`config.mk`:
```
export PLATFORM = sky130hd
export DESIGN_NAME = sum_frame_accum_flat
export DESIGN_NICKNAME = d
export VERILOG_FILES = /design/src/rtl/sum_frame_accum_if.sv /design/src/rtl/sum_frame_accum.sv /design/src/flat_wrapper.sv
export SDC_FILE = /design/constraint.sdc
export NUM_CORES = 1
export LEC_CHECK = 0
export CORE_MARGIN = 2
export CORE_UTILIZATION = 58
export DETAILED_ROUTE_END_ITERATION = 12
export GPL_TIMING_DRIVEN = 0
export MAX_ROUTING_LAYER = met4
export PLACE_DENSITY_LB_ADDON = 0.12
export SYNTH_ARGS = -nofsm -noshare
export SYNTH_HDL_FRONTEND = slang
export SYNTH_SLANG_ARGS = --single-unit
```
`constraint.sdc`:
```
create_clock -name clk -period 2.5 [get_ports clk]
set_input_delay 0.5 -clock clk [delete_from_list [all_inputs] [get_ports clk]]
set_output_delay 0.5 -clock clk [all_outputs]
set_load 0.01 [all_outputs]
```
`src/rtl/sum_frame_accum_if.sv`:
```
// Stream bundle for the frame accumulator: the adder result input, the flush
// control, and the ready/valid drained frame-sum output.
interface sum_frame_accum_if #(
   parameter int W = 12,
   parameter int N = 4
);
   localparam int OW = W + $clog2(N);

   logic          in_valid;
   logic [W-1:0]  in_data;
   logic          clear;
   logic          out_valid;
   logic          out_ready;
   logic [OW-1:0] out_sum;
   logic          overflow;
   logic          busy;

   modport master (
      output in_valid, in_data, clear, out_ready,
      input  out_valid, out_sum, overflow, busy
   );

   modport slave (
      input  in_valid, in_data, clear, out_ready,
      output out_valid, out_sum, overflow, busy
   );
endinterface

```
`src/rtl/sum_frame_accum.sv`:
```
// Sums every N consecutive adder results into a frame sum and queues the sums
// in a small FWFT FIFO drained by ready/valid; full-FIFO frames are dropped.
module sum_frame_accum #(
   parameter int W     = 12,
   parameter int N     = 4,
   parameter int DEPTH = 4
) (
   input logic               clk,
   input logic               rst_n,
   sum_frame_accum_if.slave  bus
);
   localparam int OW = W + $clog2(N);
   localparam int CW = $clog2(N);
   localparam int PW = $clog2(DEPTH);

   logic [OW-1:0] acc_q, acc_d;
   logic [CW-1:0] cnt_q, cnt_d;
   logic [PW:0]   wr_ptr_q, wr_ptr_d;
   logic [PW:0]   rd_ptr_q, rd_ptr_d;
   logic          out_valid_q, out_valid_d;
   logic          overflow_q, overflow_d;
   logic [OW-1:0] mem_q [DEPTH];

   logic [OW-1:0] frame_sum;
   logic          frame_done;
   logic          full;
   logic          pop;
   logic          push;

   // NOTE: every signal gets a default before any branch, so no latch is inferred.
   always_comb begin
      frame_sum   = acc_q + OW'(bus.in_data);
      frame_done  = bus.in_valid && (cnt_q == CW'(N - 1));
      full        = (wr_ptr_q[PW] != rd_ptr_q[PW]) &&
                    (wr_ptr_q[PW-1:0] == rd_ptr_q[PW-1:0]);
      pop         = out_valid_q && bus.out_ready && !bus.clear;
      // A pop in the same cycle frees the head slot, so a full FIFO still accepts.
      push        = frame_done && !bus.clear && (!full || pop);

      acc_d       = acc_q;
      cnt_d       = cnt_q;
      wr_ptr_d    = wr_ptr_q;
      rd_ptr_d    = rd_ptr_q;
      overflow_d  = overflow_q;

      if (bus.clear) begin
         acc_d      = '0;
         cnt_d      = '0;
         wr_ptr_d   = '0;
         rd_ptr_d   = '0;
         overflow_d = 1'b0;
      end else begin
         if (pop)  rd_ptr_d = rd_ptr_q + (PW+1)'(1);
         if (push) wr_ptr_d = wr_ptr_q + (PW+1)'(1);
         if (frame_done && !push) overflow_d = 1'b1;
         if (bus.in_valid) begin
            if (frame_done) begin
               acc_d = '0;
               cnt_d = '0;
            end else begin
               acc_d = frame_sum;
               cnt_d = cnt_q + CW'(1);
            end
         end
      end

      out_valid_d = (wr_ptr_d != rd_ptr_d);
   end

   // NOTE: sequential state uses non-blocking assignments so every register samples pre-edge values.
   always_ff @(posedge clk or negedge rst_n) begin
      if (!rst_n) begin
         acc_q       <= '0;
         cnt_q       <= '0;
         wr_ptr_q    <= '0;
         rd_ptr_q    <= '0;
         out_valid_q <= 1'b0;
         overflow_q  <= 1'b0;
      end else begin
         acc_q       <= acc_d;
         cnt_q       <= cnt_d;
         wr_ptr_q    <= wr_ptr_d;
         rd_ptr_q    <= rd_ptr_d;
         out_valid_q <= out_valid_d;
         overflow_q  <= overflow_d;
      end
   end

   // NOTE: storage is reset only because out_sum must read 0 during reset; clear leaves it alone.
   always_ff @(posedge clk or negedge rst_n) begin
      if (!rst_n) begin
         for (int i = 0; i < DEPTH; i++) mem_q[i] <= '0;
      end else if (push) begin
         mem_q[wr_ptr_q[PW-1:0]] <= frame_sum;
      end
   end

   assign bus.out_valid = out_valid_q;
   assign bus.out_sum   = mem_q[rd_ptr_q[PW-1:0]];
   assign bus.overflow  = overflow_q;
   assign bus.busy      = (cnt_q != '0);
endmodule

```
`src/flat_wrapper.sv`:
```
// flat-port wrapper written by rule: the top's interface ports become plain ports
module sum_frame_accum_flat 
#(
   parameter int W     = 12,
   parameter int N     = 4,
   parameter int DEPTH = 4
)
  (clk, rst_n, bus_in_valid, bus_in_data, bus_clear, bus_out_ready, bus_out_valid, bus_out_sum, bus_overflow, bus_busy);
  sum_frame_accum_if #(.W(W), .N(N)) bus_i ();
  input logic clk;
  input logic rst_n;
  input wire logic [$bits(bus_i.in_valid)-1:0] bus_in_valid;
  input wire logic [$bits(bus_i.in_data)-1:0] bus_in_data;
  input wire logic [$bits(bus_i.clear)-1:0] bus_clear;
  input wire logic [$bits(bus_i.out_ready)-1:0] bus_out_ready;
  output wire logic [$bits(bus_i.out_valid)-1:0] bus_out_valid;
  output wire logic [$bits(bus_i.out_sum)-1:0] bus_out_sum;
  output wire logic [$bits(bus_i.overflow)-1:0] bus_overflow;
  output wire logic [$bits(bus_i.busy)-1:0] bus_busy;
  assign bus_i.in_valid = bus_in_valid;
  assign bus_i.in_data = bus_in_data;
  assign bus_i.clear = bus_clear;
  assign bus_i.out_ready = bus_out_ready;
  assign bus_out_valid = bus_i.out_valid;
  assign bus_out_sum = bus_i.out_sum;
  assign bus_overflow = bus_i.overflow;
  assign bus_busy = bus_i.busy;
  sum_frame_accum #(.W(W), .N(N), .DEPTH(DEPTH)) u_core (.clk(clk), .rst_n(rst_n), .bus(bus_i));
endmodule
```
Word-level counts from Yosys, hierarchy flattened. Cells that the tools add are included.

Register bits after elaboration: 80. Bits of input ports: 17. Output and inout bits: 17. Logic and storage cells: 56.

Add/sub/neg operators: 4. Magnitude comparators: 3. Eq/ne operators: 4. Multiplexer cells: 18. Bitwise logic cells: 2. Reduce and logical (&&, ||, !) cells: 15.

Operator list (number): 2-to-1 mux 14 bit (6); bitwise mux 56 bit (1); binary-select mux 14 bit (select 2 bit) (1); demux 14 bit (select 2 bit) (1); adder 14 x 12 -> 14 bit (1); 2-to-1 mux 3 bit (4); logical AND 1 bit (8); adder 3 x 1 -> 3 bit (second input constant) (2); >= comparator 3 bit (second input constant) (2); 2-to-1 mux 2 bit (3); NOT 2 -> 3 bit (2); nonzero test 2 bit (3); logical NOT 1 bit (3); < comparator 3 x 1 -> 1 bit (second input constant) (1); inequality test 3 bit (1); adder 2 x 1 -> 2 bit (second input constant) (1); == test 2 bit (1); == test 2 bit (second input constant) (1); 2-to-1 mux 1 bit (2); logical OR 1 bit (1); inequality test 1 bit (1).

Depth between registers and ports, before layout. Gate-level depths: netlist (run 1).

Depth after elaboration: 9. Mapped depth: 8. Mapped depth without buffers: 8.

Worst setup path before layout (run 1). No wires, ideal clock.

Path kind: input-to-reg. From: in bus_in_data[0]. To: reg u_core.acc_q[12]. Setup time: 0.124 ns. Data arrival time: 2.123 ns. Required time: 2.376 ns. Path slack: 0.253 ns. Stages: 8. Path buffers: 0. Path through: ha_1 -> fa_1 -> a21o_1 -> a31oi_1 -> o21ai_0 -> a311oi_1 -> or3_1 -> nand3_1.

Longest elaborated chain between the ends: 4.

RTL lines: start, declared (RTL line flat_wrapper.sv:13) `input wire logic [$bits(bus_i.in_data)-1:0] bus_in_data;`; adder 14 x 12 -> 14 bit (RTL line sum_frame_accum.sv:32) `frame_sum = acc_q + OW'(bus.in_data);`; 2-to-1 mux 14 bit (RTL line sum_frame_accum.sv:57) `if (frame_done) begin`; 2-to-1 mux 14 bit (RTL line sum_frame_accum.sv:56) `if (bus.in_valid) begin`; 2-to-1 mux 14 bit (RTL line sum_frame_accum.sv:46) `if (bus.clear) begin`; end signal, assigned (RTL line sum_frame_accum.sv:73) `acc_q <= '0;`; end signal, assigned (RTL line sum_frame_accum.sv:80) `acc_q <= acc_d;`; end, declared (RTL line sum_frame_accum.sv:16) `logic [OW-1:0] acc_q, acc_d;`.

Every way passes these cells. The select of a mux whose other input is x is not followed. A chain may end at the register's enable or synchronous reset.

Final worst setup path (run 1).
From: in bus_in_data[5]. To: reg u_core.mem_q[25] (netlist name).

Longest elaborated chain between the ends: 2.

RTL lines: adder 14 x 12 -> 14 bit (RTL line sum_frame_accum.sv:32); bitwise mux 56 bit (RTL line sum_frame_accum.sv:94) `mem_q[wr_ptr_q[PW-1:0]] <= frame_sum;`; end signal, assigned by index (RTL line sum_frame_accum.sv:94); end, declared (RTL line sum_frame_accum.sv:22) `logic [OW-1:0] mem_q [DEPTH];`.

Every way passes these cells.

==> results of run 1 <==
cell usage after synthesis, types with 5 or more instances:
| cell | count | area share |
|---|---|---|
| dfrtp_1 | 80 | 0.49 |
| nand2_1 | 40 | 0.037 |
| o21ai_0 | 35 | 0.043 |
| mux2_2 | 30 | 0.083 |
| ha_1 | 19 | 0.058 |
| nor2_1 | 18 | 0.017 |
| mux4_2 | 14 | 0.077 |
| xnor2_1 | 14 | 0.030 |
| a21oi_1 | 13 | 0.016 |
| clkbuf_1 | 9 | 0.0083 |
| a22o_1 | 8 | 0.017 |
| inv_1 | 6 | 0.0055 |
| nand3_1 | 6 | 0.0073 |
| xor2_1 | 6 | 0.013 |
| and2_1 | 5 | 0.0076 |
| buf_2 | 5 | 0.0061 |
layout make-up:
| type | count | area share |
|---|---|---|
| clock buffer | 9 | 0.0246 |
| buffer | 17 | 0.0206 |
| inverter | 6 | 0.00447 |
| sequential | 80 | 0.397 |
| clock inverter | 6 | 0.0122 |
| tap | 96 | 0.0238 |
| multi-input combinational | 248 | 0.434 |
| timing repair buffer | 42 | 0.0832 |
timing repair:
item,in CTS,in global routing
gates resized for setup,28,30
setup endpoints to repair,33,38
buffers inserted,4,4
pin swaps,2,9
metal layers:
layer / track usage / share of wire / vias to the layer above / routed length [um]
met5: - / 0 / - / 0
met4: 0.101 / 0.026 / 0 / 228
met3: 0.0377 / 0.038 / 25 / 339
met2: 0.384 / 0.49 / 68 / 4320
met1: 0.343 / 0.45 / 1470 / 4000
li1: - / - / 1369 / -
power groups by stage:
stage	logic, mW	registers, mW	clock network, mW
global placement	0.714	1.45	0
detailed placement	0.730	1.45	0
CTS	0.746	1.43	0.934
finish	0.833	1.44	0.928
global route	0.915	1.45	0.991
floorplan	0.462	1.44	0
logic make-up (layout without fill, tap and decap cells):
family | Yosys count | count (layout) | synth area share
fa+ha+maj | 20 | 20 | 0.0630
xor+xnor | 21 | 21 | 0.0468
simple gates | 82 | 82 | 0.0887
mux | 49 | 49 | 0.173
flops | 80 | 80 | 0.490
compound gates | 76 | 76 | 0.114
buf+inv | 23 | 80 | 0.0254
registers in the layout, summed over array words and instances (netlist names):
name / cells
u_core.wr_ptr_q: 3
u_core.bus.out_valid: 1
u_core.acc_q: 14
u_core.mem_q: 56
u_core.bus.overflow: 1
u_core.rd_ptr_q: 3
u_core.cnt_q: 2
cell usage in the layout (no fill, tap or decap), types with 9 or more instances in the layout:
| cell type | instances |
|---|---|
| dfrtp_1 | 80 |
| nand2_1 | 40 |
| o21ai_0 | 32 |
| mux2_2 | 29 |
| nor2_1 | 18 |
| clkdlybuf4s50_1 | 17 |
| mux4_2 | 14 |
| buf_4 | 12 |
| a21oi_1 | 12 |
| xnor2_1 | 11 |
| ha_1 | 10 |
| clkbuf_8 | 9 |
| dlygate4sd2_1 | 9 |
how the worst min path moves through the flow:
stage,start,cells past startpoint,endpoint,slack (ns)
floorplan,rst_n,0,u_core.acc_q[0]$_DFFE_PN0P_,0.20
global placement,u_core.mem_q[8]$_DFFE_PN0P_,2,u_core.mem_q[8]$_DFFE_PN0P_,0.46
detailed placement,rst_n,1,u_core.mem_q[36]$_DFFE_PN0P_,0.44
CTS,rst_n,1,u_core.mem_q[36]$_DFFE_PN0P_,0.06
global route,rst_n,1,u_core.mem_q[36]$_DFFE_PN0P_,0.08
finish,rst_n,1,u_core.mem_q[36]$_DFFE_PN0P_,0.05
==> impl_metrics.ini, run 1 <==
[cells_and_area]
drive_above_1_share = 0.252
diodes = 0
area_growth_pct = 23.2
utilization = 0.742
final_cell_count_no_fill = 504
nNetsFinal = 441
final_area_mm2 = 0.00504
seqCellArea_mm2 = 0.00200
n_fill_cell = 465
multi_input_area_mm2 = 0.00219

[clocking]
htreeDepth = 3
ctsLongestPathBuffers = 2
cts.sinks = 80
clk_latency_ns = 0.35
cts_root_buf = clkbuf_8
clk_pin_slew_ns = 0.08
cts_hold_buffers = 0
cts_tree = done
numCtsBuffers = 9

[logic_synthesis]
ys.flop_type = dfrtp_1
syn_nets = 388
synth_area_mm2 = 0.00409
postSynth.asyncResetShare = 1.00
ys_ff_latch = 80
syn_area_per_cell_um2 = 11.6
synth-edff-count = 0
seq_area_frac_synth = 0.490
yosys_warnings = 0
syn_inst = 351
synth.distinct_cells = 41

[sta]
worstMarginPinSlew_ns = 0.565
finalWorstSetupSlack_ns = 0.0690
holdWs_ns = 0.0519
tns_ns = 0
rsz0062_at_grt = true
max_freq_mhz = 411
fin_crit_ns = 2.43
slew_headroom = 0.623
period_share = 0.972
final_max_slew_viol_count = 0
setup_viol = 0
hold_viol = 0
skew_ns = 0.0102

[run]
drv_cap = 0

[floorplanning]
initial_core_util = 0.602
num_rows = 30
die_h_um = 88.0
core_mm2 = 0.00679
ios = 34
fp.dieW_um = 88.0
dieArea_mm2 = 0.00774

[setup_path]
cp_num_buf_inv = 1
worst-r2r-setup-slack_ns = 0.25
arrival_ns = 2.67
crit_path_end = u_core.mem_q[25]$_DFFE_PN0P_
path_class = input port to flip-flop
cp.depth = 8
worst_r2r_endpoint = u_core.mem_q[25]$_DFFE_PN0P_
cp_cell_sequence = clkdlybuf4s50_1 -> ha_4 -> nand4_1 -> nor3_2 -> nor2_1 -> a311oi_1 -> o211ai_1 -> mux2_4
rr_startpoint = u_core.acc_q[7]$_DFFE_PN0P_
path_delay_family = simple AND/OR/NAND/NOR gates
required_ns = 2.74
worstSetupEndpointType = flip-flop
reg2reg_depth = 7
cp-start-kind = input port
slowest_delay_ns = 0.47
slowest_stage = clkdlybuf4s50_1
cp_max_fo = 5
crit_start = bus_in_data[5]

[placed_design]
port_buffers = 33
dpl-instance-area_mm2 = 0.00456
pre_cts_ws_ns = -0.566
placed_cells = 481
place_congestion = 0.867
dp.final_hpwl_um = 6020

[power]
pwr-share-comb = 0.261
p_leak_nw = 2.39
p_sw_frac = 0.302
p_switching_mw = 0.966
intPower_mw = 2.23
ir_drop_mv = 0.492
p_per_area_mw_per_mm2 = 634
p_clk_frac = 0.290
pwr-share-seq = 0.449
totalPowerFinal_mw = 3.20

[global_route]
grt_max_degree = 56
antenna_found_initial = 0
grt_pass1_wl_um = 14300
grt_remaining_overflow = 0
grt_pass1_vias = 2953
gr-usage-all-layers = 0.252

[detailed_routing]
dr.first_iter.drc_count = 151
finalWirelength_um = 8880
remaining_drc_errors = 0
ant_nets = 0
vias = 2932
wl_per_cell_um = 17.6
via_per_inst = 5.82
first_pass_iters = 4

[hold_path]
hp-class = input port to asynchronous set/reset pin

[status]
status = finished clean
No activity file was read; power rests on OpenSTA's default activity.
==> inputs of run 2 (changes only) <==
GPL_TIMING_DRIVEN = not set   (was 0)
==> run 2 against run 1 <==
Net effect: global-route usage up 0.94 points; register-to-register slack better by 0.04 ns; core utilization up 2.6 points; combinational power up 7.7%; sequential power about the same; clock-buffer cell count up 3; critical endpoint is now bus_out_sum[0].
==> impl_metrics.ini, run 2 (synthesis results as in run 1) <==
[sta]
setup_viol = 0
max_freq_mhz = 407
fin_crit_ns = 2.46
final_max_slew_viol_count = 0
holdWs_ns = 0.141
skew_ns = 0.00753
period_share = 0.983
slew_headroom = 0.300
finalWorstSetupSlack_ns = 0.0431
hold_viol = 0
worstMarginPinSlew_ns = 1.05

[clocking]
ctsLongestPathBuffers = 2
numCtsBuffers = 9
cts_hold_buffers = 0
clk_latency_ns = 0.35
cts_tree = done
htreeDepth = 3
cts_root_buf = clkbuf_8
clk_pin_slew_ns = 0.08
cts.sinks = 80

[cells_and_area]
drive_above_1_share = 0.278
final_cell_mix = dfrtp_1 (79), nand2_1 (40), o21ai_0 (33), buf_4 (33), mux2_2 (28)
final_cell_count_no_fill = 517
diodes = 0
top_regs = u_core.mem_q (56), u_core.acc_q (14)
layout_commonest_cell = dfrtp_1
area_growth_pct = 27.6
largest_reg_flops = 56
top_register = u_core.mem_q
nNetsFinal = 453

[setup_path]
arrival_ns = 1.96
path_class = flip-flop to output port
worstSetupEndpointType = output port
cp_max_fo = 9
slowest_delay_ns = 0.51
required_ns = 2.00
slowest_stage = mux4_2
cp-start-kind = flip-flop
cp_cell_sequence = buf_12 -> mux4_2 -> clkdlybuf4s50_1

[power]
pwr-share-seq = 0.404
p_sw_frac = 0.273
p_leak_nw = 2.52
p_per_area_mw_per_mm2 = 680
intPower_mw = 2.58
pwr-share-comb = 0.253
ir_drop_mv = 0.405
totalPowerFinal_mw = 3.55
p_clk_frac = 0.344
p_switching_mw = 0.968

[detailed_routing]
wl_per_cell_um = 17.8
remaining_drc_errors = 0
finalWirelength_um = 9220
ant_nets = 0
dr.first_iter.drc_count = 112
vias = 2966
first_pass_iters = 5
via_per_inst = 5.74

[placed_design]
placed_cells = 498
dp.final_hpwl_um = 6150
port_buffers = 33
place_congestion = 0.909
pre_cts_ws_ns = -0.383

[global_route]
grt_pass1_wl_um = 14600
grt_max_degree = 46
grt_remaining_overflow = 0
grt_pass1_vias = 2967
gr-usage-all-layers = 0.261
antenna_found_initial = 0

[run]
drv_cap = 0

[floorplanning]
ios = 34
fp.dieW_um = 88.0
initial_core_util = 0.602
core_mm2 = 0.00679
die_h_um = 88.0
num_rows = 30
dieArea_mm2 = 0.00774

[status]
status = finished clean

[hold_path]
hp-class = input port to asynchronous set/reset pin
run 2: cell types whose count changed in the layout (fill, tap and decap cells not counted), moves of 5 or more:
cell             delta
buf_4              +21
clkbuf_1            -8
clkdlybuf4s50_1     +6
dlygate4sd2_1       -7
ha_1                +6
ha_4                -5
run 2: repair_timing:
action / CTS / global route
endpoints found under the hold margin: 0 / 0
setup endpoints to repair: 4 / 33
buffers inserted: 1 / 1
resized for setup: 3 / 27
gates cloned: 0 / 1
pin swaps: 0 / 11
run 2: layout make-up:
type / count / area [um^2]
Multi-Input combinational cell: 248 / 2100
Sequential cell: 80 / 2000
Fill cell: 441 / 1580
Timing Repair Buffer: 71 / 708
Clock buffer: 12 / 165
Tap cell: 96 / 120
Clock inverter: 4 / 98.8
Inverter: 6 / 22.5
run 2: metal layers:
layer | vias to the layer above | global-route usage | part of all wire
met1 | 1465 | 0.339 | 0.44
met4 | 0 | 0.0839 | 0.018
li1 | 1390 | - | -
met5 | - | - | 0
met2 | 93 | 0.413 | 0.50
met3 | 18 | 0.0575 | 0.043
run 2: metrics by stage:
step	area, um^2	setup TNS, ns	utilization
3_5_place_dp	4780	-9.47	0.704
2_1_floorplan	4090	0	-
5_1_grt	5220	-0.0266	0.768
6_report	5220	0	0.768
3_3_place_gp	4780	-7.84	0.704
4_1_cts	5050	0	0.744
run 2: power by group through the flow:
stage / registers [mW] / clock network [mW] / logic [mW]
finish: 1.43 / 1.22 / 0.897
global route: 1.44 / 1.31 / 0.980
CTS: 1.43 / 1.24 / 0.844
detailed placement: 1.45 / 0 / 0.837
global placement: 1.45 / 0 / 0.821
floorplan: 1.44 / 0 / 0.462
run 2: final timing paths:
kind,start,end,slack [ns],cells after the start
worst max register to register,u_core.acc_q[8]$_DFFE_PN0P_,u_core.mem_q[11]$_DFFE_PN0P_,0.29,7
worst min-delay path,rst_n,u_core.mem_q[50]$_DFFE_PN0P_,0.14,1
max in group asynchronous,rst_n,u_core.rd_ptr_q[0]$_DFF_PN0_,1.67,2
worst max-delay path,u_core.rd_ptr_q[0]$_DFF_PN0_,bus_out_sum[0],0.04,3
min in group clk,u_core.mem_q[16]$_DFFE_PN0P_,u_core.mem_q[16]$_DFFE_PN0P_,0.48,2
worst min register to register,u_core.mem_q[16]$_DFFE_PN0P_,u_core.mem_q[16]$_DFFE_PN0P_,0.48,2
run 2: worst max-delay path, delay by kind of cell (launching register included):
kind,cells,cell delay [ns]
buf+inv,2,0.66
mux,1,0.51
flops,1,0.43
==> inputs of run 3 (changes only) <==
CAP_MARGIN = 10   (was not set)
CORE_ASPECT_RATIO = 1.25   (was not set)
CORE_UTILIZATION = 63   (was 58)
DONT_BUFFER_PORTS = 1   (was not set)
==> run 3 against run 2 <==
Net effect: critical path depth rose by 5; largest power group unchanged; sequential power barely moved; clock-buffer cell count fell by 1; first-iteration DRC count rose by 71%; largest cell class unchanged.
==> impl_metrics.ini, run 3 (synthesis results as in run 1) <==
[detailed_routing]
ant_nets = 0
wl_per_cell_um = 18.6
first_pass_iters = 4
finalWirelength_um = 8390
vias = 2749
via_per_inst = 6.11
remaining_drc_errors = 0
dr.first_iter.drc_count = 191

[power]
p_per_area_mw_per_mm2 = 711
pwr-share-comb = 0.210
p_switching_mw = 0.921
p_clk_frac = 0.345
p_sw_frac = 0.287
p_leak_nw = 2.13
totalPowerFinal_mw = 3.21
pwr-share-seq = 0.446
intPower_mw = 2.29
ir_drop_mv = 0.410

[global_route]
grt_remaining_overflow = 0
grt_pass1_vias = 2853
gr-usage-all-layers = 0.263
grt_pass1_wl_um = 14000
grt_max_degree = 81
antenna_found_initial = 0

[cells_and_area]
layout_commonest_cell = dfrtp_1
nNetsFinal = 397
final_cell_mix = dfrtp_1 (80), nand2_1 (40), o21ai_0 (34)
top_register = u_core.mem_q
utilization = 0.727
final_area_mm2 = 0.00451
n_fill_cell = 454
area_growth_pct = 10.3
drive_above_1_share = 0.219
top_regs = u_core.mem_q (56), u_core.acc_q (14)
diodes = 0
largest_reg_flops = 56

[floorplanning]
num_rows = 32
initial_core_util = 0.659
dieArea_mm2 = 0.00715
die_h_um = 94.1
fp.dieW_um = 76.1
ios = 34
core_mm2 = 0.00621

[sta]
fin_crit_ns = 2.37
skew_ns = 0.00947
hold_viol = 0
worstMarginPinSlew_ns = 0.490
tns_ns = 0
final_max_slew_viol_count = 0
rsz0062_at_grt = false
setup_viol = 0
period_share = 0.947
slew_headroom = 0.672
max_freq_mhz = 423
holdWs_ns = 0.0371

[setup_path]
path_class = flip-flop to flip-flop
cp_cell_sequence = ha_1 -> fa_1 -> a21o_1 -> a31oi_2 -> o21ai_0 -> a311oi_1 -> or3_1 -> nand3_1
arrival_ns = 2.59
slowest_delay_ns = 0.42
worstSetupEndpointType = flip-flop
cp-start-kind = flip-flop
reg2reg_depth = 8
required_ns = 2.73
slowest_stage = fa_1
cp_max_fo = 3

[placed_design]
dpl-instance-area_mm2 = 0.00422
port_buffers = 0
dp.final_hpwl_um = 5830
place_congestion = 0.913

[clocking]
clk_pin_slew_ns = 0.09
ctsLongestPathBuffers = 2
cts_root_buf = clkbuf_8
numCtsBuffers = 9
cts_tree = done
cts.sinks = 80
post_cts_buffers = 0
clk_latency_ns = 0.35
htreeDepth = 3

[run]
drv_cap = 0

[status]
status = finished clean

[hold_path]
hp-class = input port to asynchronous set/reset pin
==> run 3: changes by cell type in the layout (fill, tap and decap cells not counted), sizes merged <==
cell | previous run | this run
buf | 38 | 15
clkdlybuf4s50 | 23 | 0
dlymetal6s2s | 7 | 0
clkbuf | 13 | 11
dlygate4sd2 | 2 | 0
bufinv | 3 | 2
clkinvlp | 0 | 1
inv | 6 | 7
==> run 3: path summary, 6_finish.rpt <==
check                                                   to                         from  slack (ns)
setup reg to reg              u_core.acc_q[12]$_DFFE_PN0P_  u_core.acc_q[0]$_DFFE_PN0P_        0.13
setup / recovery              u_core.acc_q[12]$_DFFE_PN0P_  u_core.acc_q[0]$_DFFE_PN0P_        0.13
hold / removal                u_core.acc_q[10]$_DFFE_PN0P_                        rst_n        0.04
max in group asynchronous     u_core.mem_q[26]$_DFFE_PN0P_                        rst_n        2.13
hold reg to reg                u_core.mem_q[5]$_DFFE_PN0P_  u_core.mem_q[5]$_DFFE_PN0P_        0.48
min in group clk           u_core.bus.overflow$_DFFE_PN0P_                    bus_clear        0.21
==> run 3: critical path, delay by kind of cell (launching register included) <==
kind            cells  cell delay [ns]
fa+ha+maj           2             0.65
simple gates        2             0.24
compound gates      4             0.96
flops               1             0.40
==> run 3: cell type report <==
class	instances	area [um^2]	share of cell area
tap	85	106	0.0236
multi-input combinational	248	2010	0.445
clock buffer	11	151	0.0336
sequential	80	2000	0.444
clock inverter	5	87.6	0.0194
inverter	6	22.5	0.00499
timing repair buffer	15	133	0.0294
==> run 3: metrics by stage <==
| step | setup slack (ns) | instances |
|---|---|---|
| 5_1_grt | 0.00500 | 450 |
| 3_5_place_dp | -0.139 | 433 |
| 6_report | 0.134 | 450 |
| 2_1_floorplan | 0.253 | 351 |
| 3_3_place_gp | -0.0747 | 433 |
| 4_1_cts | 0.0174 | 450 |
==> run 3: power groups by stage <==
stage | logic, mW | clock network, mW | registers (mW)
2_1_floorplan | 0.462 | 0 | 1.44
3_3_place_gp | 0.600 | 0 | 1.45
3_5_place_dp | 0.618 | 0 | 1.46
4_1_cts | 0.659 | 1.12 | 1.43
5_1_grt | 0.742 | 1.18 | 1.44
6_report | 0.672 | 1.11 | 1.43
==> run 3: routing by layer <==
metal	global-route usage	vias up	wire length, um
met4	0.0924	0	165
met5	-	-	0
met3	0.0471	13	299
met1	0.327	1395	3630
li1	-	1282	-
met2	0.442	59	4290
==> run 3: what timing repair did <==
item	CTS	global route
hold endpoints to repair	80	0
setup endpoints to repair	4	10
pin swaps	0	2
hold buffers	1	0
gates resized for setup	1	4
